File: src/rtl/serial_loader_if.sv
// Write-only RAM bus between the serial loader (master) and a RAM slave.
// The master holds valid with address/wdata/wstrobe steady until it samples ready high.
interface serial_loader_if;
  logic        valid;
  logic        ready;
  logic [31:0] address;
  logic [3:0]  wstrobe;
  logic [31:0] wdata;

  modport master (output valid, address, wstrobe, wdata, input ready);
  modport slave  (input valid, address, wstrobe, wdata, output ready);
endinterface

File: src/rtl/serial_loader.sv
// UART boot loader. It receives a frame of the form
//   HEADER, address (4 bytes LE), word count N (2 bytes LE), N words (4 bytes LE each),
// writes each word to RAM over the bus, and then releases the CPU from reset.
// Optional feature macro SERIAL_LOADER_CHECKSUM_EN: the frame carries one trailing
// byte that must equal the mod-256 sum of all data bytes.
module serial_loader #(
  parameter int         DIVISOR = 868,
  parameter logic [7:0] HEADER  = 8'hA5
) (
  input  logic           clk,
  input  logic           reset,
  input  logic           rx,
  serial_loader_if.master bus,
  output logic           cpu_hold,
  output logic           done,
  output logic           error
);

  localparam int CNT_W = $clog2(DIVISOR);
  localparam logic [CNT_W-1:0] HALF_BIT = CNT_W'(DIVISOR / 2 - 1);
  localparam logic [CNT_W-1:0] FULL_BIT = CNT_W'(DIVISOR - 1);

  typedef enum logic [1:0] {RX_IDLE, RX_START, RX_DATA, RX_STOP} rx_state_t;
  typedef enum logic [2:0] {
    ST_HEADER, ST_ADDR, ST_COUNT, ST_DATA, ST_WRITE, ST_CHECK, ST_DONE, ST_ERROR
  } ld_state_t;

  logic             rx_s1, rx_s2, rx_prev;
  rx_state_t        rx_state;
  logic [CNT_W-1:0] bit_cnt;
  logic [2:0]       bit_idx;
  logic [7:0]       rx_shift;
  logic             byte_stb;
  logic             frame_err;

  ld_state_t        ld_state;
  logic [1:0]       byte_idx;
  logic [15:0]      word_cnt;
  logic [31:0]      word_sh;
  logic             fault_pend;
  logic             buf_full;
  logic [7:0]       buf_data;

  logic             in_vld;
  logic [7:0]       in_byte;
  logic             consuming;
  logic             overrun;
  logic [31:0]      word_next;
  logic [15:0]      cnt_next;

  // A buffered byte always goes ahead of a freshly received one.
  assign in_vld    = buf_full | byte_stb;
  assign in_byte   = buf_full ? buf_data : rx_shift;
  assign consuming = ld_state inside {ST_HEADER, ST_ADDR, ST_COUNT, ST_DATA, ST_CHECK};
  assign overrun   = (ld_state == ST_WRITE) && byte_stb && buf_full;
  assign word_next = {in_byte, word_sh[31:8]};
  assign cnt_next  = {in_byte, word_cnt[15:8]};

  // Two-flop synchronizer plus one delayed copy for falling-edge detection; idle line is high.
  always_ff @(posedge clk or negedge reset) begin
    if (!reset) begin
      rx_s1   <= 1'b1;
      rx_s2   <= 1'b1;
      rx_prev <= 1'b1;
    end else begin
      rx_s1   <= rx;
      rx_s2   <= rx_s1;
      rx_prev <= rx_s2;
    end
  end

  // UART receiver: mid-bit sampling, LSB first, strobe or framing fault after the stop bit.
  always_ff @(posedge clk or negedge reset) begin
    if (!reset) begin
      rx_state  <= RX_IDLE;
      bit_cnt   <= '0;
      bit_idx   <= 3'd0;
      rx_shift  <= 8'd0;
      byte_stb  <= 1'b0;
      frame_err <= 1'b0;
    end else begin
      byte_stb  <= 1'b0;
      frame_err <= 1'b0;
      case (rx_state)
        RX_IDLE: begin
          if (rx_prev && !rx_s2) begin
            bit_cnt  <= HALF_BIT;
            rx_state <= RX_START;
          end
        end
        RX_START: begin
          if (bit_cnt != '0) begin
            bit_cnt <= bit_cnt - 1'b1;
          end else if (rx_s2) begin
            rx_state <= RX_IDLE;            // glitch, not a real start bit
          end else begin
            bit_cnt  <= FULL_BIT;
            bit_idx  <= 3'd0;
            rx_state <= RX_DATA;
          end
        end
        RX_DATA: begin
          if (bit_cnt != '0) begin
            bit_cnt <= bit_cnt - 1'b1;
          end else begin
            rx_shift <= {rx_s2, rx_shift[7:1]};
            bit_cnt  <= FULL_BIT;
            if (bit_idx == 3'd7) rx_state <= RX_STOP;
            else                 bit_idx  <= bit_idx + 3'd1;
          end
        end
        RX_STOP: begin
          if (bit_cnt != '0) begin
            bit_cnt <= bit_cnt - 1'b1;
          end else begin
            rx_state <= RX_IDLE;
            if (rx_s2) byte_stb  <= 1'b1;
            else       frame_err <= 1'b1;
          end
        end
        default: rx_state <= RX_IDLE;
      endcase
    end
  end

  // One-byte holding buffer: fills while a write is stalled, drains as soon as bytes are consumed.
  always_ff @(posedge clk or negedge reset) begin
    if (!reset) begin
      buf_full <= 1'b0;
      buf_data <= 8'd0;
    end else if (ld_state == ST_WRITE) begin
      if (byte_stb && !buf_full) begin
        buf_full <= 1'b1;
        buf_data <= rx_shift;
      end
    end else if (consuming) begin
      // Buffered byte is consumed this cycle; a coinciding new byte takes its place.
      buf_full <= buf_full & byte_stb;
      if (byte_stb) buf_data <= rx_shift;
    end else begin
      buf_full <= 1'b0;
    end
  end

`ifdef SERIAL_LOADER_CHECKSUM_EN
  logic [7:0] csum;

  // Running mod-256 sum of every data byte accepted into a word.
  always_ff @(posedge clk or negedge reset) begin
    if (!reset)                                             csum <= 8'd0;
    else if (ld_state == ST_DATA && in_vld && !frame_err)   csum <= csum + in_byte;
  end
`endif

  // Loader FSM: parses the frame and drives the bus and status outputs from registers.
  always_ff @(posedge clk or negedge reset) begin
    if (!reset) begin
      ld_state    <= ST_HEADER;
      byte_idx    <= 2'd0;
      word_cnt    <= 16'd0;
      word_sh     <= 32'd0;
      fault_pend  <= 1'b0;
      bus.valid   <= 1'b0;
      bus.address <= 32'd0;
      bus.wstrobe <= 4'h0;
      bus.wdata   <= 32'd0;
      cpu_hold    <= 1'b1;
      done        <= 1'b0;
      error       <= 1'b0;
    end else if (frame_err && consuming) begin
      ld_state <= ST_ERROR;
      error    <= 1'b1;
    end else begin
      case (ld_state)
        ST_HEADER: begin
          if (in_vld && in_byte == HEADER) begin
            byte_idx <= 2'd0;
            ld_state <= ST_ADDR;
          end
        end
        ST_ADDR: begin
          if (in_vld) begin
            byte_idx <= byte_idx + 2'd1;
            if (byte_idx == 2'd3) begin
              bus.address <= {in_byte, bus.address[31:10], 2'b00};
              ld_state    <= ST_COUNT;
            end else begin
              bus.address <= {in_byte, bus.address[31:8]};
            end
          end
        end
        ST_COUNT: begin
          if (in_vld) begin
            word_cnt <= cnt_next;
            if (byte_idx[0]) begin
              byte_idx <= 2'd0;
              ld_state <= (cnt_next == 16'd0) ? ST_CHECK : ST_DATA;
            end else begin
              byte_idx <= 2'd1;
            end
          end
        end
        ST_DATA: begin
          if (in_vld) begin
            word_sh  <= word_next;
            byte_idx <= byte_idx + 2'd1;
            if (byte_idx == 2'd3) begin
              bus.valid   <= 1'b1;
              bus.wstrobe <= 4'hF;
              bus.wdata   <= word_next;
              ld_state    <= ST_WRITE;
            end
          end
        end
        ST_WRITE: begin
          // Faults seen mid-write are remembered and acted on once the handshake completes.
          if (frame_err || overrun) fault_pend <= 1'b1;
          if (bus.ready) begin
            bus.valid   <= 1'b0;
            bus.wstrobe <= 4'h0;
            bus.wdata   <= 32'd0;
            bus.address <= bus.address + 32'd4;
            word_cnt    <= word_cnt - 16'd1;
            if (fault_pend || frame_err || overrun) begin
              ld_state <= ST_ERROR;
              error    <= 1'b1;
            end else if (word_cnt == 16'd1) begin
              ld_state <= ST_CHECK;
            end else begin
              ld_state <= ST_DATA;
            end
          end
        end
        ST_CHECK: begin
`ifdef SERIAL_LOADER_CHECKSUM_EN
          if (in_vld) begin
            if (in_byte == csum) begin
              ld_state <= ST_DONE;
              done     <= 1'b1;
              cpu_hold <= 1'b0;
            end else begin
              ld_state <= ST_ERROR;
              error    <= 1'b1;
            end
          end
`else
          ld_state <= ST_DONE;
          done     <= 1'b1;
          cpu_hold <= 1'b0;
`endif
        end
        default: ;                          // DONE and ERROR hold until reset
      endcase
    end
  end

endmodule

File: src/flat_wrapper.sv
// flat-port wrapper written by rule: the top's interface ports become plain ports
module serial_loader_flat 
#(
  parameter int         DIVISOR = 868,
  parameter logic [7:0] HEADER  = 8'hA5
)
  (clk, reset, rx, cpu_hold, done, error, bus_valid, bus_address, bus_wstrobe, bus_wdata, bus_ready);
  serial_loader_if bus_i ();
  input  logic clk;
  input  logic reset;
  input  logic rx;
  output logic cpu_hold;
  output logic done;
  output logic error;
  output wire logic [$bits(bus_i.valid)-1:0] bus_valid;
  output wire logic [$bits(bus_i.address)-1:0] bus_address;
  output wire logic [$bits(bus_i.wstrobe)-1:0] bus_wstrobe;
  output wire logic [$bits(bus_i.wdata)-1:0] bus_wdata;
  input wire logic [$bits(bus_i.ready)-1:0] bus_ready;
  assign bus_valid = bus_i.valid;
  assign bus_address = bus_i.address;
  assign bus_wstrobe = bus_i.wstrobe;
  assign bus_wdata = bus_i.wdata;
  assign bus_i.ready = bus_ready;
  serial_loader #(.DIVISOR(DIVISOR), .HEADER(HEADER)) u_core (.clk(clk), .reset(reset), .rx(rx), .bus(bus_i), .cpu_hold(cpu_hold), .done(done), .error(error));
endmodule
File: config.mk
export PLATFORM = sky130hd
export DESIGN_NAME = serial_loader_flat
export DESIGN_NICKNAME = d
export VERILOG_FILES = /design/src/rtl/serial_loader_if.sv /design/src/rtl/serial_loader.sv /design/src/flat_wrapper.sv
export SDC_FILE = /design/constraint.sdc
export NUM_CORES = 1
export LEC_CHECK = 0
export ABC_AREA = 1
export BUFFER_PORTS_ARGS = -buffer_cell sky130_fd_sc_hd__buf_2
export CORE_MARGIN = 2
export CORE_UTILIZATION = 60
export DETAILED_ROUTE_END_ITERATION = 6
export PLACE_DENSITY = 0.81
export REMOVE_ABC_BUFFERS = 1
export SLEW_MARGIN = 20
export SYNTH_ARGS = -nofsm -noshare
export SYNTH_HDL_FRONTEND = slang
export SYNTH_SLANG_ARGS = --single-unit
File: constraint.sdc
create_clock -name clk -period 2 [get_ports clk]
set_input_delay 0.5 -clock clk [delete_from_list [all_inputs] [get_ports clk]]
set_output_delay 0.5 -clock clk [all_outputs]
set_load 0.01 [all_outputs]
==> run metrics <==
cell family with most CP delay simple AND/OR/NAND/NOR gates; # diodes 0; outcome finished, final reports clean; post-CTS setup buffers 0; max-slew violation count 0; FILL cells 1070; pin count of the biggest net entering global routing 75; Setup crit end kind flop; DRC Markers 0; GRT Resource Usage Total between 20 and 30%; CTS buffer count 17; share of layout cells above drive strength 1 about 15%; DR vias/cell about 5.6; first-pass GRT wire length 33300 um; Setup CP Type flop to flop; via count about 7500; Area Overhead vs Synth 15.2%; per-cell routed wire length 14.8 um; Max Fanout on Critical Path 12; Non-Filler Instances about 1300; router iterations before antenna repair 5; synth top area cells dfrtp_1, nand2_1, o21ai_0; GR peak layer met2; fin crit period 1.81 ns; Worst-path clk slew 0.06 ns; CP dominant cell by count o21ai_1; CTS tree yes; cell count after placement 1312; f_max around 550 MHz; CP max stage cell dfrtp_2; most common cell in the netlist nand2_1; Max Cap Viol 0; ys flop type dfrtp_1; Post-Route WL 19900 um; Avg Inst Size Synth roughly 7.5 um^2; CP required 2.32 ns; Placer Congestion 0.930; Final TNS setup 0 ns; I/O Buffers between 70 and 80; die area 14500 um^2; CTS Root Cell clkbuf_16; Worst Skew between 0.009 and 0.01 ns; IO Count 76; Static Leak around 0.0046 uW; final hold vios 0; FF+latch count, synth 151; Critical Path Source Type flop; pwr/cell area 1370 nW/um^2; M3 GR Usage 4.39%; clock sinks 151; Final Cycle Share 90.7%; core area 13200 um^2; Seq/Total Area, Yosys 46.7%; Ys Warns 0; top cell type's share of synthesized area a little under half; final setup violation count 0; max incr delay on CP roughly 0.44 ns; standard-cell rows 42; Die X 120 um; CTS max path bufs 2; clock latency on the worst-skew pair 0.43 ns; H-tree level count 4; max_slew headroom 67.4%; initial antenna violation count 0; Setup WS post-layout around 0.19 ns; Detailed Route Iter0 Violations 861; Final nets ~1200; Post-synth top cells nand2_1, dfrtp_1, inv_1, o21ai_0, nor2_1; Syn Std Cell Area 8100 um^2; GR Util met2 46.9%; total grt overflow 0; pre-CTS setup slack approximately 0.062 ns; ys async rst share between 90% and 100%; Post-synth EDFFs 0; worst-path cell chain nor2_2 > inv_1 > o21ai_1 > nor2_2 > buf_4 > o21ai_1 > nand2_1 > o21ai_1 > inv_1; worst endpoint data arrival time 2.13 ns; DP HPWL 13600 um; Detail Route Antenna Nets 0; worst slew pin tran just under 0.5 ns; vias in the first global route 6962; Max VDD drop about 0.00069 V; unique cell type count in the Yosys netlist 41; Hold WC Path Type primary input to flop; Initial Util 61.2%; met1 Usage GRT 39.8%; final core occ 70.5%; Die Span Y 120 um; Buf+Inv Stages, Crit Path 3; Gate Count Post-Synth roughly 1100; Synth area leader dfrtp_1
==> worst reg2reg max path, cell delays in order (launching register included) <==
cell and delay [ns]:
dfrtp_2 0.44, nor2_2 0.32, inv_1 0.16, o21ai_1 0.24
nor2_2 0.08, buf_4 0.18, o21ai_1 0.10, nand2_1 0.06
o21ai_1 0.07, inv_1 0.04
==> metrics by stage <==
| step | instance area (um^2) | power (uW) | hold WS [ns] |
|---|---|---|---|
| 3_3_place_gp | 8720 | 9470 | 0.345 |
| 2_1_floorplan | 7900 | 7890 | 0.204 |
| 6_report | 9330 | 12800 | 0.172 |
| 4_1_cts | 9290 | 12700 | 0.164 |
| 5_1_grt | 9330 | 13700 | 0.166 |
| 3_5_place_dp | 8720 | 9610 | 0.353 |
==> logic make-up after synthesis <==
| logic type | synth area share [%] |
|---|---|
| AO/OA/AOI/OAI | 14.9 |
| XOR/XNOR | 1.08 |
| adder cells (fa/ha/maj) | 1.85 |
| buffers and inverters | 9.05 |
| flip-flops | 46.7 |
| AND/OR/NAND/NOR | 26.5 |
==> where the power goes <==
| part | total [uW] | switching [uW] | internal [uW] |
|---|---|---|---|
| sequential | 4400 | 712 | 3690 |
| combinational | 5340 | 3520 | 1830 |
| clock | 3050 | 1320 | 1730 |
==> layer usage <==
| metal | vias up | wire, um | share of wire [%] |
|---|---|---|---|
| met4 | 0 | 472 | 2.4 |
| met5 | - | 0 | 0 |
| li1 | 3629 | - | - |
| met2 | 269 | 9440 | 47 |
| met3 | 38 | 1200 | 6.0 |
| met1 | 3547 | 8840 | 44 |
==> cells in the final DEF (no fill, tap or decap), types with 10 or more instances in the layout <==
cell type	n
nand2_1	296
dfrtp_1	146
inv_1	131
o21ai_0	98
nor2_1	94
buf_2	74
nand3_1	54
o21ai_1	41
a21oi_1	41
nor3_1	23
buf_4	18
clkbuf_16	17
nand4_1	12
ha_1	11
xor2_1	10
==> timing repair <==
item                       in CTS  in global routing
hold endpoints to repair       21                  0
gates resized for setup         0                 15
setup endpoints to repair       0                 57
hold buffers                    1                  0
==> registers in the layout, summed over array words and instances, names as in the netlist, 2 cells and up, named ones only <==
| name | flops |
|---|---|
| u_core.ld_state | 3 |
| u_core.bus.address | 32 |
| u_core.bus.wdata | 32 |
| u_core.bit_idx | 3 |
| u_core.byte_idx | 2 |
| u_core.word_sh | 24 |
| u_core.word_cnt | 16 |
| u_core.bit_cnt | 10 |
| u_core.buf_data | 8 |
| u_core.rx_shift | 8 |
==> cell type report <==
| cell class | instances | area, um^2 | area share [%] |
|---|---|---|---|
| clock buffer | 20 | 437 | 4.68 |
| sequential | 151 | 3780 | 40.6 |
| multi-input combinational | 748 | 3620 | 38.8 |
| timing repair buffer | 99 | 618 | 6.62 |
| clock inverter | 12 | 120 | 1.29 |
| tap | 176 | 220 | 2.36 |
| inverter | 139 | 533 | 5.71 |
==> path summary, 6_finish.rpt <==
kind,depth (start not counted),start,to,slack (ns)
min reg2reg,0,u_core.rx_s1,u_core.rx_s2,0.36
min,1,rx,u_core.rx_s1,0.17
max reg2reg,9,u_core.buf_full,u_core.word_cnt[12],0.19
max in group asynchronous,3,reset,u_core.bus.address[21],0.82
min in group asynchronous,2,reset,u_core.bus.wdata[12],0.54
max,9,u_core.buf_full,u_core.word_cnt[12],0.19
Power figures use the tool's default switching activity.
